### config.mk
export PLATFORM = sky130hd
export DESIGN_NAME = fetch_prefetch_queue
export DESIGN_NICKNAME = d
export VERILOG_FILES = /design/src/rtl/tinker_pkg.sv /design/src/rtl/fetch_fifo.sv /design/src/rtl/fetch_prefetch_queue.sv
export SDC_FILE = /design/constraint.sdc
export NUM_CORES = 1
export LEC_CHECK = 0
export CORE_MARGIN = 8
export CORE_UTILIZATION = 55
export DETAILED_ROUTE_END_ITERATION = 16
export HOLD_SLACK_MARGIN = 0.1
export PLACE_DENSITY = 0.84
export SETUP_SLACK_MARGIN = 0.2
export SKIP_LAST_GASP = 1
export SYNTH_ARGS = -nofsm -noshare
export SYNTH_HDL_FRONTEND = slang
export SYNTH_HIERARCHICAL = 1
export SYNTH_SLANG_ARGS = --single-unit
### constraint.sdc
create_clock -name clk -period 5.25 [get_ports clk]
set_clock_uncertainty 0.05 [all_clocks]
set_input_delay 1.3125 -clock clk [delete_from_list [all_inputs] [get_ports clk]]
set_output_delay 1.3125 -clock clk [all_outputs]
set_load 0.005 [all_outputs]
### src/rtl/tinker_pkg.sv
`default_nettype none
// ============================================================================
// Package     : tinker_pkg
// Description : Shared types and widths for the tinker_core fetch path.
// Revision    : 1.0 - initial release
// ============================================================================
package tinker_pkg;

    localparam int              INSTR_W          = 32;
    localparam int              ADDR_W           = 64;
    localparam logic [63:0]     DEFAULT_RESET_PC = 64'h2000;

    typedef struct packed {
        logic [ADDR_W-1:0]  pc;
        logic [INSTR_W-1:0] instr;
    } fetch_entry_t;

    typedef enum logic [0:0] {
        RUN   = 1'b0,
        DRAIN = 1'b1
    } pfq_state_e;

endpackage
`default_nettype wire

### src/rtl/fetch_fifo.sv
`default_nettype none
// ============================================================================
// Module      : fetch_fifo
// Description : DEPTH-entry synchronous FIFO of fetch entries with flush.
// Revision    : 1.0 - initial release
// ============================================================================
module fetch_fifo
    import tinker_pkg::*;
#(
    parameter int DEPTH = 4
) (
    input  logic                   clk,
    input  logic                   reset,
    input  logic                   flush,
    input  logic                   push,
    input  fetch_entry_t           push_data,
    input  logic                   pop,
    output fetch_entry_t           head_data,
    output logic [$clog2(DEPTH):0] count
);

    localparam int               PTR_W   = $clog2(DEPTH);
    localparam logic [PTR_W:0]   C_DEPTH = (PTR_W+1)'(DEPTH);

    fetch_entry_t     r_mem [DEPTH];
    logic [PTR_W-1:0] r_wr_ptr;
    logic [PTR_W-1:0] r_rd_ptr;
    logic [PTR_W:0]   r_count;
    logic             w_push;
    logic             w_pop;

    assign w_push    = push && (r_count != C_DEPTH);
    assign w_pop     = pop && (r_count != '0);
    assign head_data = r_mem[r_rd_ptr];
    assign count     = r_count;

    always_ff @(posedge clk or posedge reset) begin
        if (reset) begin
            r_wr_ptr <= '0;
            r_rd_ptr <= '0;
            r_count  <= '0;
        end else if (flush) begin
            r_wr_ptr <= '0;
            r_rd_ptr <= '0;
            r_count  <= '0;
        end else begin
            if (w_push) r_wr_ptr <= r_wr_ptr + 1'b1;
            if (w_pop)  r_rd_ptr <= r_rd_ptr + 1'b1;
            r_count <= r_count + (PTR_W+1)'(w_push) - (PTR_W+1)'(w_pop);
        end
    end

    // Storage needs no reset: entries are only visible through r_count.
    always_ff @(posedge clk) begin
        if (w_push && !flush) r_mem[r_wr_ptr] <= push_data;
    end

endmodule
`default_nettype wire

### src/rtl/fetch_prefetch_queue.sv
`default_nettype none
// ============================================================================
// Module      : fetch_prefetch_queue
// Description : In-order instruction prefetch with credit-limited issue and
//               redirect flush / stale-response drain.
// Revision    : 1.0 - initial release
// ============================================================================
module fetch_prefetch_queue
    import tinker_pkg::*;
#(
    parameter int                DEPTH    = 4,
    parameter logic [ADDR_W-1:0] RESET_PC = DEFAULT_RESET_PC
) (
    input  logic               clk,
    input  logic               reset,
    output logic               mem_req_valid,
    output logic [ADDR_W-1:0]  mem_req_addr,
    input  logic               mem_req_ready,
    input  logic               mem_rsp_valid,
    input  logic [INSTR_W-1:0] mem_rsp_data,
    output logic               out_valid,
    output logic [ADDR_W-1:0]  out_pc,
    output logic [INSTR_W-1:0] out_instr,
    input  logic               out_ready,
    input  logic               redirect,
    input  logic [ADDR_W-1:0]  redirect_pc,
    output logic               err_unexp_rsp
);

    localparam int                CNT_W     = $clog2(DEPTH) + 1;
    localparam logic [CNT_W:0]    C_DEPTH   = (CNT_W+1)'(DEPTH);
    localparam logic [ADDR_W-1:0] C_PC_MASK = {{(ADDR_W-2){1'b1}}, 2'b00};

    pfq_state_e        r_state;
    pfq_state_e        w_state_next;
    logic [ADDR_W-1:0] r_fetch_pc;
    logic [ADDR_W-1:0] r_rsp_pc;
    logic [ADDR_W-1:0] w_redirect_pc;
    logic [CNT_W-1:0]  r_outstanding;
    logic [CNT_W-1:0]  w_outstanding_next;
    logic [CNT_W-1:0]  w_fifo_count;
    logic [CNT_W:0]    w_credit_used;
    logic              r_err_unexp;
    logic              w_accept;
    logic              w_rsp_ok;
    logic              w_push;
    logic              w_pop;
    fetch_entry_t      w_push_entry;
    fetch_entry_t      w_head;

    // Credits cover both buffered entries and in-flight requests, so every
    // response always has a free slot.
    assign w_credit_used = {1'b0, w_fifo_count} + {1'b0, r_outstanding};
    assign mem_req_valid = !reset && (r_state == RUN) && !redirect && (w_credit_used < C_DEPTH);
    assign mem_req_addr  = r_fetch_pc;
    assign w_redirect_pc = redirect_pc & C_PC_MASK;

    assign w_accept           = mem_req_valid && mem_req_ready;
    assign w_rsp_ok           = mem_rsp_valid && (r_outstanding != '0);
    assign w_push             = w_rsp_ok && (r_state == RUN) && !redirect;
    assign w_pop              = out_valid && out_ready && !redirect;
    assign w_outstanding_next = r_outstanding + CNT_W'(w_accept) - CNT_W'(w_rsp_ok);
    assign w_push_entry       = '{pc: r_rsp_pc, instr: mem_rsp_data};

    assign out_valid     = (w_fifo_count != '0);
    assign out_pc        = out_valid ? w_head.pc : '0;
    assign out_instr     = out_valid ? w_head.instr : '0;
    assign err_unexp_rsp = r_err_unexp;

    fetch_fifo #(
        .DEPTH (DEPTH)
    ) u_fifo (
        .clk       (clk),
        .reset     (reset),
        .flush     (redirect),
        .push      (w_push),
        .push_data (w_push_entry),
        .pop       (w_pop),
        .head_data (w_head),
        .count     (w_fifo_count)
    );

    always_ff @(posedge clk or posedge reset) begin
        if (reset) r_state <= RUN;
        else       r_state <= w_state_next;
    end

    always_comb begin
        w_state_next = r_state;
        if (redirect) begin
            w_state_next = (w_outstanding_next != '0) ? DRAIN : RUN;
        end else if ((r_state == DRAIN) && (w_outstanding_next == '0)) begin
            w_state_next = RUN;
        end
    end

    always_ff @(posedge clk or posedge reset) begin
        if (reset) begin
            r_fetch_pc    <= RESET_PC;
            r_rsp_pc      <= RESET_PC;
            r_outstanding <= '0;
            r_err_unexp   <= 1'b0;
        end else begin
            r_outstanding <= w_outstanding_next;
            if (mem_rsp_valid && (r_outstanding == '0)) r_err_unexp <= 1'b1;
            if (redirect) begin
                r_fetch_pc <= w_redirect_pc;
                r_rsp_pc   <= w_redirect_pc;
            end else begin
                if (w_accept) r_fetch_pc <= r_fetch_pc + ADDR_W'(4);
                if (w_push)   r_rsp_pc   <= r_rsp_pc + ADDR_W'(4);
            end
        end
    end

endmodule
`default_nettype wire

### Word level (Yosys, flattened, before mapping)

Memory sizes are Yosys's and may differ from the RTL's.
Index checks and enable logic that the tools add are counted.

| operators by class | value |
|---|---|
| add/subtract/negate cells | 9 |
| magnitude comparators | 1 |
| equal/unequal tests | 1 |
| muxes and demuxes | 16 |
| bitwise operators | 1 |
| reductions and logical operators | 26 |

Operators with widths:

| kind | number |
|---|---|
| $mux 64 | 5 |
| $add 64x3->64 const B | 2 |
| $mux 32 | 1 |
| $logic_and 1x1->1 | 14 |
| $reduce_bool 2->1 | 5 |
| $reduce_bool 3->1 | 3 |
| $mux 2 | 4 |
| $add 3x1->3 | 2 |
| $logic_not 3->1 | 2 |
| $sub 3x1->3 | 2 |
| $mux 1 | 5 |
| $add 2x1->2 const B | 2 |
| $add 3x3->4 | 1 |
| $lt 4x3->1 const B | 1 |
| $mux 3 | 1 |
| $ne 3x3->1 const B | 1 |
| $logic_not 1->1 | 2 |
| $not 1->1 | 1 |

| word-level totals | value |
|---|---|
| bits in registers | 140 |
| bits in writable memories | 384 |
| input bits | 102 |
| output and inout port bits | 163 |
| word-level logic and storage cells | 63 |
| memories | 1 |

Memory list:

| name | words | width | rd ports | clocked after Yosys merged registers in | wr ports | RTL line | source |
|---|---|---|---|---|---|---|---|
| u_fifo.r_mem | 4 | 96 | 1 | 0 | 1 | fetch_fifo.sv:25 | `fetch_entry_t r_mem [DEPTH];` |

### Longest topological paths before layout

Gate-level depths: netlist of the first run.

| depth | value |
|---|---|
| depth in word-level cells | 11 |
| mapped depth | 14 |
| mapped depth without buffers | 12 |

### Hierarchy

Netlist of the first run, hierarchy kept.

By module, submodules not included:

| module | times used | cells each | area each (um2) | seq. area each (um2) |
|---|---|---|---|---|
| fetch_fifo | 1 | 548 | 14,292.5 | 11,706.2 |
| fetch_prefetch_queue | 1 | 1,016 | 8,553.2 | 3,230.6 |

### Worst setup path after synthesis of the first run

No wires, ideal clock.

| timing path | value |
|---|---|
| kind | input-to-reg |
| start | in redirect |
| end | mem u_fifo/r_mem[0][0] (netlist bit), enable pin |
| setup time | 0.466 ns |
| arrival | 4.794 ns |
| data required time | 4.734 ns |
| setup slack | -0.059 ns |
| stages | 8 |
| buffers on the path | 4 |
| cell sequence | clkbuf_1 > clkbuf_1 > clkbuf_1 > clkbuf_1 > nor3_1 > nand2b_1 > a21oi_1 > and2_1 |

| on the way | value |
|---|---|
| cells in the longest elaborated chain, start to end | 6 |

Ends and longest elaborated chain:

| item | RTL line | source |
|---|---|---|
| from (decl) | fetch_prefetch_queue.sv:25 | `input logic redirect,` |
| $logic_not 1->1 | fetch_prefetch_queue.sv:60 | `assign w_push = w_rsp_ok && (r_state == RUN) && !redirect;` |
| $logic_and 1x1->1 | fetch_prefetch_queue.sv:60 |  |
| via w_push | fetch_prefetch_queue.sv:46 | `logic w_push;` |
| $logic_and 1x1->1 | fetch_fifo.sv:32 | `assign w_push = push && (r_count != C_DEPTH);` |
| $logic_and 1x1->1 | fetch_fifo.sv:55 | `if (w_push && !flush) r_mem[r_wr_ptr] <= push_data;` |
| $mux 1 | fetch_fifo.sv:55 |  |
| $mux 1 (implied by the code) | fetch_fifo.sv:55 |  |
| to (decl) | fetch_fifo.sv:25 |  |

The timed path passes the listed nets, and every way through them passes these cells.

==> flow_summary.ini, run 1 <==
[synthesis]
synth_edf_count = 384
synth_top_area_share_pct = 50.5
yosys_warnings = 6
synth_top_cell_by_area = edfxtp_1
synthFlopType = edfxtp_1
async_reset_ff_share_pct = 26.2
synthTopCellsByCount = edfxtp_1, dfrtp_1, and2_1
synth.avg_cell_area_um2 = 14.6
yosysMostFrequentCell = edfxtp_1
syn-instance-count = 1564
ys_seq_area_share_pct = 65.4
netlist_top_cells_area = edfxtp_1, dfrtp_1, mux4_2, and2_1, nand3_1
synth_area_mm2 = 0.0228
ys_seq_elements = 520
synth.distinct_cells = 59

[routing]
drt_wl_total_um = 57700
drtAntennaViolNets = 0
num_vias = 15200
viasPerCell = 6.33
drc = 0
drt_iter0_drc = 1631
dr.pass1.iters = 7
routedWlPerCell_um = 24.0

[critical_path]
end_kind = output pin
cp_max_fo = 30
crit_start = u_fifo/r_rd_ptr[0]$_DFFE_PP0P_
worst-r2r-cell-count = 6
cp-start-kind = flop
crit_arrival_ps = 3080
r2r-start = mem_req_addr[3]$_DFFE_PP0N_
crit_type = flop to output pin
critPathRequiredTime_ps = 3890

[sta]
fin_crit_sh_pct = 84.7
fin_ws_ps = 803
fmax_mhz = 225
hold_violations = 0
setup_viol = 0
rsz0062_at_grt = no
post-route-min-period_ps = 4450
slew_viol_final = 0
relSlewSlack_pct = 32.4
tightestPinTransition_ps = 1000
finalSetupTns_ps = 0

[cts]
clkLatencyLatePin_ps = 590
htreeDepth = 2
cts_made_buffers = 51
clk_path_buf_depth = 3
cts_resized = 0
cts_sinks = 520
clockRootBuffer = clkbuf_16
cts_setup_buffers = 0
clk_pin_slew_ps = 60
holdBufCountCts = 0
cts_tree = done

[floorplan]
die_h_um = 220
start_util_pct = 55.8
die_x_um = 220
design.core.area_mm2 = 0.0409
rows = 74
die_area_mm2 = 0.0483
io_pins = 265

[min_path]
min_path_cells = 1
min_from = err_unexp_rsp$_DFFE_PP0P_
min_path_type = flop to flop

[layout]
area_growth_pct = 21.1
num_antenna_cells = 0
layout.nets = 1945
nFillCells = 2835
drive_gt1_share_pct = 12.3

[global_route]
track_usage_pct = 23.8
grt_overflow = 0
first_global_vias = 15300
antenna_found_initial = 1
grt_max_degree = 83
grt_pass1_wl_um = 89000

[pwr]
seqPwrFrac_pct = 52.4
pwr_density_cell_mw_per_mm2 = 337
combPwrFrac_pct = 10.4
total_power_mw = 9.31
power.net_switching_mw = 2.22
power_leakage_nw = 9.29
power.internal_mw = 7.09
vdd_ir_drop_max_v = 0.000199
switching_share_pct = 23.8
pwr-share-clk_pct = 37.3

[outcome]
status = finished, final reports clean

[place]
io_buffers = 260
gp_routability_congestion = 0.896
pre_cts_ws_ps = 939
dp_hpwl_um = 38200

[job]
cap_violations = 0
==> kinds of logic (layout without fill, tap and decap cells) <==
kind of cell    Yosys count  count (layout)  synth area share, %
flops                   520             520                 65.4
fa+ha+maj                14              14                0.832
compound gates          165             165                 4.82
simple gates            576             576                 13.9
xor+xnor                 52              52                 1.99
buf+inv                 107             403                 2.04
other cells               1              10               0.0164
mux                     129             129                 11.0
==> area by class of cell <==
class                      count  area (µm²)  share of cell area, %
inverter                      21        81.3                  0.294
clock inverter                30         235                  0.850
timing repair buffer         289        2930                   10.6
tap                          532         666                   2.41
clock buffer                  63        1320                   4.78
multi-input combinational    946        7490                   27.1
sequential                   520       14900                   54.0
==> cells in the final DEF (no fill, tap or decap), drive strengths merged, types with 4 or more instances in the layout <==
cell type      instances
a21oi                 14
a22oi                  7
a31oi                 21
a41oi                  5
and2                 115
and3                  16
and4                  12
buf                   30
bufinv                 4
clkbuf                63
clkdlybuf4s50        259
clkinv                25
conb                  10
dfrtp                134
edfxtp               384
ha                    12
inv                   22
mux2                  22
mux2i                 11
mux4                  96
nand2                107
nand2b                 5
nand3                 91
nand4                 57
nor2                  52
nor2b                 11
nor3                  23
nor4                  30
o211ai                31
o21ai                 49
o311ai                16
o31ai                  7
or3                   15
or4                   30
xnor2                 37
xor2                  15
==> power groups by stage <==
stage	clock network [mW]	logic, mW	registers, mW
final	3.47	0.965	4.88
after global routing	3.68	1.05	4.90
after CTS	3.53	0.973	4.87
after detailed placement	0	0.964	4.95
after global placement	0	0.936	4.93
after floorplan	0	0.457	4.86
==> per-layer routing <==
metal  routed length, µm  global-route usage, %
met4                1730                   8.26
met2               26500                   37.2
met3                5640                   5.43
met1               23800                   32.7
met5                  13                      0
==> flip-flops by register name, summed over array words and instances (netlist names), 2 cells and up <==
signal and count:
u_fifo/count 3, r_outstanding 3, mem_req_addr 62, u_fifo/r_mem 384, u_fifo/r_wr_ptr 2, r_rsp_pc 62
u_fifo/r_rd_ptr 2
==> worst max-delay path, cell delays in order (launching register included) <==
cell             delay (ps)
dfrtp_4                 820
buf_4                   410
mux4_2                  540
and2_1                  150
clkdlybuf4s50_1         550
==> final timing paths <==
check | to | slack, ps
min reg2reg | err_unexp_rsp$_DFFE_PP0P_ | 550
min in group asynchronous | u_fifo/r_wr_ptr[0]$_DFFE_PP0P_ | 1120
max in group asynchronous | r_rsp_pc[13]$_DFFE_PP1N_ | 2910
min | err_unexp_rsp$_DFFE_PP0P_ | 550
max | out_pc[39] | 800
max reg2reg | mem_req_addr[48]$_DFFE_PP0N_ | 2030
==> stage by stage <==
stage,cells,instance area [µm²],utilization (%),hold WS (ps)
after global routing,2401,27700,67.6,555
after floorplan,1573,22900,-,401
after global placement,2308,26100,63.8,492
after detailed placement,2308,26100,63.8,521
after CTS,2401,27700,67.6,544
final,2401,27700,67.6,545
(Power assumes the default switching activity.)
==> run 2, diff against run 1 <==
--- a/config.mk
+++ b/config.mk
@@ -6,10 +6,10 @@
 export NUM_CORES = 1
 export LEC_CHECK = 0
 export CORE_MARGIN = 8
-export CORE_UTILIZATION = 55
+export CORE_UTILIZATION = 51
 export DETAILED_ROUTE_END_ITERATION = 16
 export HOLD_SLACK_MARGIN = 0.1
-export PLACE_DENSITY = 0.84
+export PLACE_DENSITY = 0.82
 export SETUP_SLACK_MARGIN = 0.2
 export SKIP_LAST_GASP = 1
 export SYNTH_ARGS = -nofsm -noshare
==> constraint.sdc (replaced) <==
create_clock -name clk -period 3.8 [get_ports clk]
set_clock_uncertainty 0.05 [all_clocks]
set_input_delay 0.95 -clock clk [delete_from_list [all_inputs] [get_ports clk]]
set_output_delay 0.95 -clock clk [all_outputs]
set_load 0.005 [all_outputs]
==> flow_summary.ini, run 2 (synthesis gave the netlist of run 1 again) <==
[critical_path]
cp-start-kind = flop
crit_slowest_cell = dfrtp_4
crit_buf_inv = 3
critPathRequiredTime_ps = 2800
crit_arrival_ps = 2550
r2r_slack_ps = 670
crit_type = flop to output pin
worstPathCellList = buf_12 > clkbuf_16 > mux4_2 > and2_1 > clkdlybuf4s50_1
r2r-start = u_fifo/count[2]$_DFF_PP0_
worst-r2r-cell-count = 12
rr_endpoint = r_state$_DFFE_PP0P_
cp_max_fo = 8
critical_path.max_stage_delay_ps = 500
end_kind = output pin
crit_family = buffers and inverters

[floorplan]
die_h_um = 228
start_util_pct = 51.7
die_area_mm2 = 0.0518
design.core.area_mm2 = 0.0442
die_x_um = 228
rows = 77
io_pins = 265

[routing]
drc = 0
routedWlPerCell_um = 24.1
viasPerCell = 6.12
drt_iter0_drc = 1564
num_vias = 15400
drtAntennaViolNets = 0
drt_wl_total_um = 60600
dr.pass1.iters = 5

[min_path]
min_to = err_unexp_rsp$_DFFE_PP0P_
min_path_type = flop to flop
min_from = err_unexp_rsp$_DFFE_PP0P_
min_path_cells = 1

[sta]
fin_ws_ps = 251
fin_crit_sh_pct = 93.4
fmax_mhz = 282
hold_violations = 0
tightestPinTransition_ps = 1100
relSlewSlack_pct = 26.5
rsz0062_at_grt = yes
slew_viol_final = 0
hold_ws_ps = 461
setup_viol = 0
post-route-min-period_ps = 3550

[layout]
layout.nets = 1989
top_register = u_fifo/r_mem
final_common_cell = edfxtp_1
num_antenna_cells = 0
layout.area.seq_mm2 = 0.0149
nFillCells = 3117
multiInputGateArea_mm2 = 0.00749
largest_register_ffs = 384
drive_gt1_share_pct = 14.5
final_cells = 2508
area_growth_pct = 24.4
layout_common_cells = edfxtp_1, clkdlybuf4s50_1, dfrtp_1

[pwr]
vdd_ir_drop_max_v = 0.000363
combPwrFrac_pct = 10.5
pwr-share-clk_pct = 37.4
power.net_switching_mw = 3.10
switching_share_pct = 24.0
pwr_density_cell_mw_per_mm2 = 455
power.internal_mw = 9.82
seqPwrFrac_pct = 52.2
power_leakage_nw = 9.94

[place]
dp_hpwl_um = 38100
gp_routability_congestion = 0.914
io_buffers = 260
pre_cts_ws_ps = 167
place_inst = 2375

[global_route]
grt_overflow = 0
track_usage_pct = 22.8
grt_util_met1_pct = 31.6
first_global_vias = 15100
grt_max_degree = 108
use_met3_pct = 5.27
antenna_found_initial = 1
grt_pass1_wl_um = 90400
use_met2_pct = 36.1
grt-busiest-layer = met2

[cts]
clk_pin_slew_ps = 60
holdBufCountCts = 0
htreeDepth = 2
clockRootBuffer = clkbuf_16
clkLatencyLatePin_ps = 600
cts_tree = done
clk_path_buf_depth = 3
cts_sinks = 520
cts_made_buffers = 52

[job]
cap_violations = 0

[outcome]
status = finished, final reports clean
run 2: cell types whose count changed in the layout (fill, tap and decap cells not counted), sizes merged:
cell,change
clkdlybuf4s50,-27
clkinv,-9
dlygate4sd2,+11
clkbuf,+15
bufinv,-2
clkinvlp,+4
dlymetal6s2s,+16
buf,+39
run 2: stage by stage:
stage / cell area, µm² / power, mW / TNS (ps) / utilization (%)
after floorplan: 22900 / 7.34 / -32300 / -
after global placement: 26300 / 8.13 / 0 / 59.4
after global routing: 28400 / 13.4 / 0 / 64.3
final: 28400 / 12.9 / 0 / 64.3
after CTS: 28100 / 13.0 / 0 / 63.5
after detailed placement: 26300 / 8.18 / 0 / 59.4
run 2: worst register-to-register path, cell delays in order (launching register included):
cell     delay [ps]
dfrtp_1         460
ha_1            310
nor4_1          310
and4_1          340
inv_1            80
ha_1            280
inv_1            50
ha_1            200
fa_1            380
xnor2_1         150
xnor2_1         150
nor3_1          180
nor2_1           80
run 2: per-layer routing:
metal	routed length [µm]	up-vias
li1	-	6736
met1	25100	7763
met2	28800	748
met3	5260	103
met4	1360	2
met5	11	-
run 2: area by class of cell:
cell class | count | area share, %
flip-flops and latches | 520 | 52.6
well taps | 592 | 2.61
clock inverters | 23 | 0.590
inverters | 21 | 0.290
repair buffers | 332 | 12.6
clock buffers | 74 | 5.01
multi-input cells | 946 | 26.3
run 2: timing repair:
action / in CTS / in global routing
pin swaps: 0 / 0
cloned: 5 / 4
gates resized for setup: 16 / 19
setup buffers: 5 / 22
endpoints found under the setup margin: 71 / 70
run 2: how the worst max path moves through the flow:
stage | startpoint | endpoint | slack [ps] | cells after the start
global placement | reset | mem_req_addr[46]$_DFFE_PP0N_ | 190 | 7
CTS | u_fifo/r_rd_ptr[0]$_DFFE_PP0P_ | out_pc[61] | 140 | 4
finish | u_fifo/r_rd_ptr[0]$_DFFE_PP0P_ | out_pc[24] | 250 | 5
floorplan | redirect | u_fifo/r_mem[0][0]$_DFFE_PP_ | -80 | 8
global route | u_fifo/count[0]$_DFF_PP0_ | out_pc[63] | 170 | 4
detailed placement | reset | r_state$_DFFE_PP0P_ | 170 | 12
run 2: power groups by stage:
stage	Sequential, mW	Combinational, mW	Clock [mW]
after floorplan	6.71	0.632	0
after global placement	6.81	1.32	0
after detailed placement	6.83	1.35	0
after CTS	6.73	1.36	4.90
after global routing	6.77	1.48	5.12
final	6.74	1.35	4.83
==> run 3, diff against run 2 <==
--- a/config.mk
+++ b/config.mk
@@ -6,13 +6,15 @@
 export NUM_CORES = 1
 export LEC_CHECK = 0
 export CORE_MARGIN = 8
-export CORE_UTILIZATION = 51
+export CORE_UTILIZATION = 53
+export CTS_BUF_LIST = sky130_fd_sc_hd__clkbuf_4 sky130_fd_sc_hd__clkbuf_8
 export DETAILED_ROUTE_END_ITERATION = 16
 export HOLD_SLACK_MARGIN = 0.1
-export PLACE_DENSITY = 0.82
+export PLACE_DENSITY = 0.84
 export SETUP_SLACK_MARGIN = 0.2
 export SKIP_LAST_GASP = 1
 export SYNTH_ARGS = -nofsm -noshare
 export SYNTH_HDL_FRONTEND = slang
 export SYNTH_HIERARCHICAL = 1
 export SYNTH_SLANG_ARGS = --single-unit
+export TNS_END_PERCENT = 50
==> flow_summary.ini, run 3 (synthesis gave the netlist of run 1 again) <==
[pwr]
pwr_density_cell_mw_per_mm2 = 453
combPwrFrac_pct = 10.7
switching_share_pct = 24.2
vdd_ir_drop_max_v = 0.000254
total_power_mw = 12.9
power_leakage_nw = 9.82
seqPwrFrac_pct = 52.4
pwr-share-clk_pct = 36.9
power.net_switching_mw = 3.11
power.internal_mw = 9.75

[critical_path]
cp_max_fo = 10
crit_slowest_cell = clkdlybuf4s50_1
crit_buf_inv = 3
cp-start-kind = flop
crit_family = buffers and inverters
crit_type = flop to output pin
end_kind = output pin
critical_path.max_stage_delay_ps = 500
worstPathCellList = buf_12 > clkbuf_16 > mux4_2 > and2_1 > clkdlybuf4s50_1
critPathRequiredTime_ps = 2800
crit_arrival_ps = 2580

[floorplan]
start_util_pct = 53.4
die_x_um = 224
design.core.area_mm2 = 0.0428
die_h_um = 224
die_area_mm2 = 0.0500
io_pins = 265
rows = 76

[global_route]
grt_pass1_wl_um = 90700
antenna_found_initial = 1
track_usage_pct = 23.4
grt_overflow = 0
grt_max_degree = 130
first_global_vias = 15500

[place]
dp_hpwl_um = 38500
place_inst = 2332
io_buffers = 260
gp_routability_congestion = 0.914
pre_cts_ws_ps = 156

[sta]
tightestPinTransition_ps = 875
fin_ws_ps = 221
post-route-min-period_ps = 3580
fin_crit_sh_pct = 94.2
fmax_mhz = 279
slew_viol_final = 0
relSlewSlack_pct = 41.7
setup_viol = 0
rsz0062_at_grt = yes
hold_violations = 0

[cts]
clkLatencyLatePin_ps = 620
holdBufCountCts = 0
cts_tree = done
clk_path_buf_depth = 3
htreeDepth = 3
cts_made_buffers = 80
clk_pin_slew_ps = 60
cts_sinks = 520
clockRootBuffer = clkbuf_8

[layout]
top_register = u_fifo/r_mem
area_growth_pct = 24.2
layout_common_cells = edfxtp_1, clkdlybuf4s50_1, dfrtp_1
layout.nets = 2011
drive_gt1_share_pct = 17.1
final_common_cell = edfxtp_1
largest_register_ffs = 384
final_cells = 2505

[routing]
routedWlPerCell_um = 23.8
dr.pass1.iters = 5
drtAntennaViolNets = 0
num_vias = 15500
drt_iter0_drc = 1639
drt_wl_total_um = 59700
drc = 0
viasPerCell = 6.18

[outcome]
status = finished, final reports clean

[job]
cap_violations = 0

[min_path]
min_path_type = flop to flop
run 3: changes by cell type in the layout (fill, tap and decap cells not counted), sizes merged, moves of 6 or more:
cell | before | now
clkbuf | 78 | 121
clkdlybuf4s50 | 232 | 248
dlygate4sd2 | 11 | 3
dlymetal6s2s | 16 | 8
buf | 69 | 63
clkinv | 16 | 22
run 3: path summary, 6_finish.rpt:
kind	from	endpoint	slack, ps	cells after the start
max	u_fifo/r_rd_ptr[0]$_DFFE_PP0P_	out_pc[42]	220	5
min	err_unexp_rsp$_DFFE_PP0P_	err_unexp_rsp$_DFFE_PP0P_	410	1
max reg2reg	r_rsp_pc[17]$_DFFE_PP0N_	r_rsp_pc[59]$_DFFE_PP0N_	760	5
min reg2reg	err_unexp_rsp$_DFFE_PP0P_	err_unexp_rsp$_DFFE_PP0P_	410	1
max in group asynchronous	reset	r_state$_DFFE_PP0P_	2230	3
min in group asynchronous	reset	u_fifo/r_rd_ptr[1]$_DFFE_PP0P_	670	2
run 3: what timing repair did:
action | 4_1_cts | 5_1_grt
endpoints found under the setup margin | 79 | 66
buffers inserted | 3 | 16
gates cloned | 4 | 4
gates resized for setup | 14 | 12
run 3: power groups by stage:
stage	Clock [mW]	Sequential [mW]	Combinational [mW]
finish	4.75	6.73	1.38
global route	5.11	6.76	1.50
CTS	4.84	6.72	1.37
detailed placement	0	6.83	1.35
global placement	0	6.80	1.31
floorplan	0	6.71	0.632
run 3: metal layers:
metal	GRT usage [%]	routed length [µm]	vias up
met1	31.7	24200	7764
met3	5.13	5590	106
met4	8.54	1570	0
met2	37.1	28400	829
met5	0	0	-
li1	-	-	6793
run 3: layout make-up:
class	instances	area, µm²
clock inverters	28	205
clock buffers	117	1450
inverters	21	82.6
well taps	546	683
diodes	1	2.50
repair buffers	326	3510
multi-input cells	946	7490
flip-flops and latches	520	14900
fillers	2933	14400
run 3: through the flow:
step / cell area [µm²] / hold WS, ps / utilization, % / setup TNS (ps)
5_1_grt: 28400 / 424 / 66.3 / 0
3_3_place_gp: 26300 / 400 / 61.4 / 0
4_1_cts: 28100 / 408 / 65.7 / 0
3_5_place_dp: 26300 / 397 / 61.4 / 0
6_report: 28400 / 407 / 66.3 / 0
2_1_floorplan: 22900 / 401 / - / -32300
